`src/rtl/tinyalu_wide_if.sv`:
```
// Operand/handshake bundle for tinyalu_wide.
// The master drives operands and start; the slave returns status and result.
interface tinyalu_wide_if #(parameter int WIDTH = 8);
   logic [WIDTH-1:0]   A;
   logic [WIDTH-1:0]   B;
   logic [2:0]         op;
   logic               start;
   logic               busy;
   logic               done;
   logic [2*WIDTH-1:0] result;
   logic               err;

   modport master (output A, B, op, start, input busy, done, result, err);
   modport slave  (input A, B, op, start, output busy, done, result, err);
endinterface

```
`src/rtl/tinyalu_wide.sv`:
```
// Small multi-cycle ALU: single-cycle logic/add/sub and an iterative
// shift-add multiplier, with a start/busy/done handshake.
//
// state | meaning
// IDLE  | waiting for start with a non-NOP opcode
// CALC  | one-cycle add/sub/logic/illegal evaluation
// MULT  | shift-add multiply, one multiplier bit per cycle
// DONE  | one-cycle completion, done pulse high
module tinyalu_wide #(
    parameter int WIDTH = 8
) (
    input logic          clk,
    input logic          reset,
    tinyalu_wide_if.slave bus
);
    localparam int RW = 2 * WIDTH;
    localparam int CW = $clog2(WIDTH) + 1;

    localparam logic [2:0] OP_NOP = 3'b000;
    localparam logic [2:0] OP_ADD = 3'b001;
    localparam logic [2:0] OP_AND = 3'b010;
    localparam logic [2:0] OP_XOR = 3'b011;
    localparam logic [2:0] OP_MUL = 3'b100;
    localparam logic [2:0] OP_SUB = 3'b101;
    localparam logic [2:0] OP_OR  = 3'b110;

    typedef enum logic [1:0] {IDLE, CALC, MULT, DONE} state_t;

    state_t            state;
    logic [RW-1:0]     a_reg;
    logic [WIDTH-1:0]  b_reg;
    logic [2:0]        op_reg;
    logic [RW-1:0]     acc;
    logic [CW-1:0]     cnt;
    logic              busy_r;
    logic              done_r;
    logic              err_r;
    logic [RW-1:0]     result_r;

    logic [RW-1:0]     b_ext;
    logic [RW-1:0]     calc_res;
    logic              calc_err;
    logic [RW-1:0]     mul_step;

    assign b_ext    = {{WIDTH{1'b0}}, b_reg};
    assign mul_step = acc + (b_reg[0] ? a_reg : '0);

    // a_reg upper half is zero outside MULT, so 2*WIDTH arithmetic gives
    // the carry in bit WIDTH for ADD and the wrap to all ones for SUB.
    always_comb begin
        calc_res = '0;
        calc_err = 1'b0;
        case (op_reg)
            OP_ADD:  calc_res = a_reg + b_ext;
            OP_SUB:  calc_res = a_reg - b_ext;
            OP_AND:  calc_res = a_reg & b_ext;
            OP_OR:   calc_res = a_reg | b_ext;
            OP_XOR:  calc_res = a_reg ^ b_ext;
            OP_NOP, OP_MUL: calc_res = '0;
            default: calc_err = 1'b1;
        endcase
    end

    always_ff @(posedge clk or posedge reset) begin
        if (reset) begin
            state    <= IDLE;
            a_reg    <= '0;
            b_reg    <= '0;
            op_reg   <= '0;
            acc      <= '0;
            cnt      <= '0;
            busy_r   <= 1'b0;
            done_r   <= 1'b0;
            err_r    <= 1'b0;
            result_r <= '0;
        end else begin
            case (state)
                IDLE: begin
                    if (bus.start && bus.op != OP_NOP) begin
                        a_reg  <= {{WIDTH{1'b0}}, bus.A};
                        b_reg  <= bus.B;
                        op_reg <= bus.op;
                        acc    <= '0;
                        cnt    <= CW'(WIDTH - 1);
                        busy_r <= 1'b1;
                        state  <= (bus.op == OP_MUL) ? MULT : CALC;
                    end
                end
                CALC: begin
                    result_r <= calc_res;
                    err_r    <= calc_err;
                    done_r   <= 1'b1;
                    state    <= DONE;
                end
                MULT: begin
                    acc   <= mul_step;
                    a_reg <= a_reg << 1;
                    b_reg <= b_reg >> 1;
                    cnt   <= cnt - CW'(1);
                    if (cnt == '0) begin
                        result_r <= mul_step;
                        err_r    <= 1'b0;
                        done_r   <= 1'b1;
                        state    <= DONE;
                    end
                end
                DONE: begin
                    done_r <= 1'b0;
                    busy_r <= 1'b0;
                    state  <= IDLE;
                end
                default: state <= IDLE;
            endcase
        end
    end

    assign bus.busy   = busy_r;
    assign bus.done   = done_r;
    assign bus.err    = err_r;
    assign bus.result = result_r;
endmodule

```
`src/flat_wrapper.sv`:
```
// flat-port wrapper written by rule: the top's interface ports become plain ports
module tinyalu_wide_flat 
#(
    parameter int WIDTH = 8
)
  (clk, reset, bus_A, bus_B, bus_op, bus_start, bus_busy, bus_done, bus_result, bus_err);
  tinyalu_wide_if #(.WIDTH(WIDTH)) bus_i ();
  input logic clk;
  input logic reset;
  input wire logic [$bits(bus_i.A)-1:0] bus_A;
  input wire logic [$bits(bus_i.B)-1:0] bus_B;
  input wire logic [$bits(bus_i.op)-1:0] bus_op;
  input wire logic [$bits(bus_i.start)-1:0] bus_start;
  output wire logic [$bits(bus_i.busy)-1:0] bus_busy;
  output wire logic [$bits(bus_i.done)-1:0] bus_done;
  output wire logic [$bits(bus_i.result)-1:0] bus_result;
  output wire logic [$bits(bus_i.err)-1:0] bus_err;
  assign bus_i.A = bus_A;
  assign bus_i.B = bus_B;
  assign bus_i.op = bus_op;
  assign bus_i.start = bus_start;
  assign bus_busy = bus_i.busy;
  assign bus_done = bus_i.done;
  assign bus_result = bus_i.result;
  assign bus_err = bus_i.err;
  tinyalu_wide #(.WIDTH(WIDTH)) u_core (.clk(clk), .reset(reset), .bus(bus_i));
endmodule
```
`config.mk`:
```
export PLATFORM = sky130hd
export DESIGN_NAME = tinyalu_wide_flat
export DESIGN_NICKNAME = d
export VERILOG_FILES = /design/src/rtl/tinyalu_wide_if.sv /design/src/rtl/tinyalu_wide.sv /design/src/flat_wrapper.sv
export SDC_FILE = /design/constraint.sdc
export NUM_CORES = 1
export LEC_CHECK = 0
export ABC_AREA = 0
export CORE_MARGIN = 2
export CORE_UTILIZATION = 29
export DETAILED_ROUTE_END_ITERATION = 10
export PLACE_DENSITY = 0.45
export SLEW_MARGIN = 20
export SYNTH_ARGS = -nofsm -noshare
export SYNTH_HDL_FRONTEND = slang
export SYNTH_SLANG_ARGS = --single-unit
```
`constraint.sdc`:
```
create_clock -name clk -period 5.71 [get_ports clk]
set_input_delay 1.142 -clock clk [delete_from_list [all_inputs] [get_ports clk]]
set_output_delay 1.142 -clock clk [all_outputs]
set_load 0.01 [all_outputs]
```
# After elaboration in Yosys (flattened, before gate mapping)
# Cells that the tools add are included.
[totals]
ff_bits = 68
input_bits = 22
word_cells = 68
out_inout_bits = 19
[op_classes]
muxes = 23
addsub = 4
n_bitwise = 3
n_eq_ne = 12
n_reduce_logical = 16
[op_table]
columns = ["op", "n"]
rows = [
  ["16-bit case mux with 2 select lines", 3],
  ["16-bit case mux with 5 select lines", 1],
  ["16-bit two-way mux", 4],
  ["16-bit adder", 1],
  ["16-bit by 8-bit adder with 16-bit output", 1],
  ["16-bit by 8-bit AND with 16-bit output", 1],
  ["16-bit by 8-bit bitwise OR with 16-bit output", 1],
  ["8-bit case mux with 2 select lines", 1],
  ["16-bit by 8-bit subtractor with 16-bit output", 1],
  ["16-bit by 8-bit XOR with 16-bit output", 1],
  ["3-bit equality test (second input constant)", 4],
  ["2-bit AND reduction", 6],
  ["8-bit two-way mux", 1],
  ["2-bit case mux with 4 select lines", 1],
  ["4-bit case mux with 2 select lines", 1],
  ["7-bit OR reduction", 1],
  ["3-bit by 2-bit equality test with 1-bit output (second input constant)", 2],
  ["2-bit two-way mux", 3],
  ["2-bit nonzero test", 3],
  ["3-bit nonzero test", 2],
  ["2-bit equality test (second input constant)", 2],
  ["4-bit zero test", 1],
  ["1-bit two-way mux", 4],
  ["4-bit two-way mux", 1],
  ["other kinds (9)", 11],
]

# Longest topological paths before layout
[depth]
word_depth = 4
ltp_mapped = 14
ltp_nobuf = 13

# Worst setup path before layout
# Ideal clock, no wire load.
[synth_timing]
path_type = "reg2reg"
startpoint = "register u_core.b_reg[0]"
endpoint = "register u_core.result_r[14], in the netlist u_core.bus.result[14]"
arrival_time_ns = 3.006
setup_time_ns = 0.129
period_less_slack_ns = 3.134
t_required_ns = 5.581
path_buffers = 1
path_stages_with_launch = 14
slack_ns = 2.576
cell_sequence = "dfrtp_1 clkbuf_1 clkinv_1 ha_1 nand2_1 o21ai_0 fa_1 nand2b_1 a21oi_1 o32ai_2 o31ai_1 xor2_1 a221oi_1 a21oi_2"
[synth_between]
elab_chain_len = 4
[synth_lines]
columns = ["item", "line_no", "source"]
rows = [
  ["start, declared", "tinyalu_wide.sv:31", "logic [WIDTH-1:0] b_reg;"],
  ["start signal, assigned", "tinyalu_wide.sv:81", "b_reg <= bus.B;"],
  ["start signal, assigned", "tinyalu_wide.sv:98", "b_reg <= b_reg >> 1;"],
  ["16-bit two-way mux", "tinyalu_wide.sv:46", "assign mul_step = acc + (b_reg[0] ? a_reg : '0);"],
  ["16-bit adder", "tinyalu_wide.sv:46", ""],
  ["16-bit two-way mux", "tinyalu_wide.sv:100", "if (cnt == '0) begin"],
  ["16-bit case mux with 2 select lines *", "tinyalu_wide.sv:77", "case (state)"],
  ["end signal, assigned", "tinyalu_wide.sv:90", "result_r <= calc_res;"],
  ["end signal, assigned", "tinyalu_wide.sv:101", "result_r <= mul_step;"],
  ["end, declared", "tinyalu_wide.sv:38", "logic [RW-1:0] result_r;"],
]
# Mark *: on every way between the ends. The rest lies on a longest branch, timed or not. The select of a mux whose other input is x is not followed.
# A chain may end at the register's enable or synchronous reset.

# Final worst setup path
[layout_timing]
startpoint = "register u_core.op_reg[0]"
endpoint = "register u_core.result_r[9], in the netlist u_core.bus.result[9]"
[layout_between]
elab_chain_len = 3
[layout_lines]
columns = ["item", "line_no", "source"]
rows = [
  ["start, declared", "tinyalu_wide.sv:32", "logic [2:0] op_reg;"],
  ["start signal, assigned", "tinyalu_wide.sv:82", "op_reg <= bus.op;"],
  ["3-bit by 2-bit equality test with 1-bit output, or another cell as far along", "tinyalu_wide.sv:53", "case (op_reg)"],
  ["16-bit case mux with 5 select lines *", "tinyalu_wide.sv:53", ""],
  ["16-bit case mux with 2 select lines *", "tinyalu_wide.sv:77", ""],
]
# Mark *: on every way between the ends. The rest lies on a longest branch, timed or not.

==> results by group <==
Setup path
  – Critical path startpoint: u_core.op_reg[0]$_DFFE_PP0P_
  – Worst R2R Setup Slack: 1.98 ns
  – Worst-path maximum fanout: 16
  – Worst reg2reg endpoint: u_core.bus.result[9]$_DFFE_PP0P_
  – Reg2reg start: u_core.op_reg[0]$_DFFE_PP0P_
  – Startpoint types: register
  – Reg2Reg Depth: 12
  – CP Class: register to register
  – WP data required: 5.91 ns
  – Crit path capture type: register
  – Worst setup path endpoint: u_core.bus.result[9]$_DFFE_PP0P_
  – Worst path arrival time: 3.93 ns

CTS
  – H-tree depth: 3
  – CTS sink cnt: 68
  – Root Buffer: clkbuf_16
  – Post-CTS resize count: 0
  – Clk_lat worst skew: 0.34 ns
  – Total CTS buffers: 9
  – Hold Buf Count CTS: 0
  – TritonCTS clock tree: built
  – Worst-path clk slew: 0.05 ns
  – Max clock buf depth: 2
  – Post-CTS setup buffer count: 0

Detailed routing
  – DR WL/cell: 16.6 microns
  – Top sig layer: met4
  – Detail Route Antenna Nets: 0
  – DRT iter0 DRCs: 198
  – WL met1: 7.20 mm
  – Final wirelength: 14.5 mm
  – Pre-Repair DR Iteration Count: 5
  – Via-per-instance ratio: 5.09
  – Routed via count: 4446
  – Met2 wire length: 6.54 mm
  – Met3 wire length: 561 microns
  – Post-route DRC: 0

Status
  – Status: finished, final reports clean

STA
  – Count of final hold-check violations: 0
  – Final setup fails: 0
  – Actual slew at the worst max-slew pin: 1.04 ns
  – Hold_ws: 0.477 ns
  – Tmin final: 3.73 ns
  – Clock skew: 0.00773 ns
  – Final period util: 0.653
  – Max-slew violations: 0
  – RSZ-0062 raised after global routing: false
  – Setup TNS: 0 ns
  – Relative slew slack: 0.303
  – Max Freq: 268 MHz
  – Final worst slack: 1.98 ns

Global routing
  – Total congestion overflow: 0
  – Vias in the first global route: 4432
  – Initial antenna violation count: 0
  – Total track usage: 0.164
  – Global-route wire length before repair: 23.7 mm
  – Largest net degree at the start of global routing: 38

Placed design
  – Input/output buffers: 40
  – Dpl cell area: 5820 sq um
  – GPL Wtd Cong: 0.867
  – Placed Cells incl. Taps: 857
  – Detailed placement HPWL: 10.9 mm
  – Placement Setup Slack: 1.80 ns

Floorplan
  – Site Rows: 48
  – Die Y: 138 microns
  – DIE WIDTH: 138 microns
  – Initial Utilization: 0.299
  – # IOs: 41
  – CORE AREA: 17400 sq um
  – Full die area: 19000 sq um

Pwr
  – Lkg Pwr: 2.89 nW
  – Max IR drop VDD: 243 uV
  – Pwr Density: 644 nW/um^2
  – Total power: 3.96 mW

Final layout
  – Antenna cells: 0
  – Fin nets: 719
  – Area grow syn2layout: 18.1%
  – Most frequent cells in the layout: nand2_1, dfrtp_1, o21ai_0, ha_1, nor2_1
  – Post-route cell area: 6150 sq um
  – Commonest non-fill, non-tap cell in the layout: nand2_1
  – Final core utilization: 0.353
  – Fraction of layout cells with a size suffix above 1: 0.0679
  – Non-Filler Instances: 873
  – # fillers: 1829

Synthesis
  – Post-Syn Area: 5200 sq um
  – Post-synth EDFFs: 0
  – Post-synth ARST share: 1.00
  – Cell count after synthesis: 611
  – Synth cell types: 62
  – Synth warnings: 0
  – Prevailing post-synth register cell: dfrtp_1
  – Post-Syn Nets: 687
  – Syn Area/Cell: 8.52 sq um
  – Post-synthesis sequential area ratio: 0.327
  – #FFs+latches synth: 68

Worst hold path
  – Hold Path Class: register to register

Job
  – Number of max-cap violations: 0
-- final cells by class --
class | instances | area, sq um | area share
flip-flops and latches | 68 | 1700 | 0.277
clock buffers | 13 | 280 | 0.0456
well taps | 225 | 282 | 0.0458
clock inverters | 3 | 42.5 | 0.00692
inverters | 28 | 105 | 0.0171
repair buffers | 45 | 438 | 0.0712
multi-input cells | 491 | 3300 | 0.537
-- kinds of logic after synthesis --
group	Yosys count	share of synthesized area
compound gates	165	0.211
flops	68	0.327
fa+ha+maj	54	0.133
buf+inv	52	0.0425
xor+xnor	28	0.0486
simple gates	216	0.183
mux	28	0.0555
-- per-layer routing --
metal | GRT usage | up-vias
li1 | - | 2232
met1 | 0.229 | 2124
met2 | 0.259 | 80
met3 | 0.0274 | 10
met4 | 0.0522 | 0
met5 | 0 | -
-- power breakdown --
group          leakage [nW]  switching (mW)  internal, mW
Sequential            0.866           0.254         0.685
Combinational          1.87            1.45         0.971
Clock                 0.158           0.215         0.385
-- cell usage after synthesis (all sizes together) (2+ instances only) --
library cell | instances | share of area
o21a | 4 | 0.0058
mux2i | 24 | 0.046
a221oi | 9 | 0.015
clkbuf | 13 | 0.0099
a31oi | 15 | 0.018
o21bai | 3 | 0.0050
a22oi | 3 | 0.0043
buf | 11 | 0.013
mux2 | 4 | 0.0094
xnor2 | 18 | 0.032
o31ai | 6 | 0.0096
nor2 | 49 | 0.037
nand4 | 4 | 0.0048
nor3 | 9 | 0.011
and2 | 11 | 0.013
dfrtp | 68 | 0.33
o211ai | 5 | 0.0072
a21boi | 5 | 0.0072
o21ai | 54 | 0.053
nand3 | 18 | 0.017
xor2 | 10 | 0.017
nand2 | 108 | 0.078
a21oi | 25 | 0.025
fa | 2 | 0.0077
a41oi | 4 | 0.0082
nand2b | 9 | 0.011
a211oi | 4 | 0.0067
inv | 27 | 0.019
a21o | 12 | 0.018
ha | 52 | 0.12
o22ai | 7 | 0.0084
a211o | 2 | 0.0034
nor2b | 3 | 0.0036
nor4 | 2 | 0.0024
-- critical path, stage by stage (launching register included) --
cell	delay, ns
dfrtp_1	0.78
and2b_1	0.33
nand2_1	0.24
o21ai_0	0.38
inv_1	0.09
ha_1	0.28
nand2b_1	0.08
a21oi_1	0.30
o311a_1	0.29
nor2_1	0.08
xnor2_1	0.14
a221oi_1	0.47
a21oi_1	0.14
-- worst min-delay path by stage --
stage | start | endpoint | slack, ns | cells after the start
global route | u_core.acc[10]$_DFFE_PP0P_ | u_core.acc[10]$_DFFE_PP0P_ | 0.51 | 2
finish | u_core.acc[10]$_DFFE_PP0P_ | u_core.acc[10]$_DFFE_PP0P_ | 0.48 | 2
CTS | u_core.acc[10]$_DFFE_PP0P_ | u_core.acc[10]$_DFFE_PP0P_ | 0.48 | 2
global placement | u_core.acc[10]$_DFFE_PP0P_ | u_core.acc[10]$_DFFE_PP0P_ | 0.45 | 2
floorplan | u_core.acc[10]$_DFFE_PP0P_ | u_core.acc[10]$_DFFE_PP0P_ | 0.44 | 2
detailed placement | u_core.acc[10]$_DFFE_PP0P_ | u_core.acc[10]$_DFFE_PP0P_ | 0.46 | 2
(Power assumes the default switching activity.)
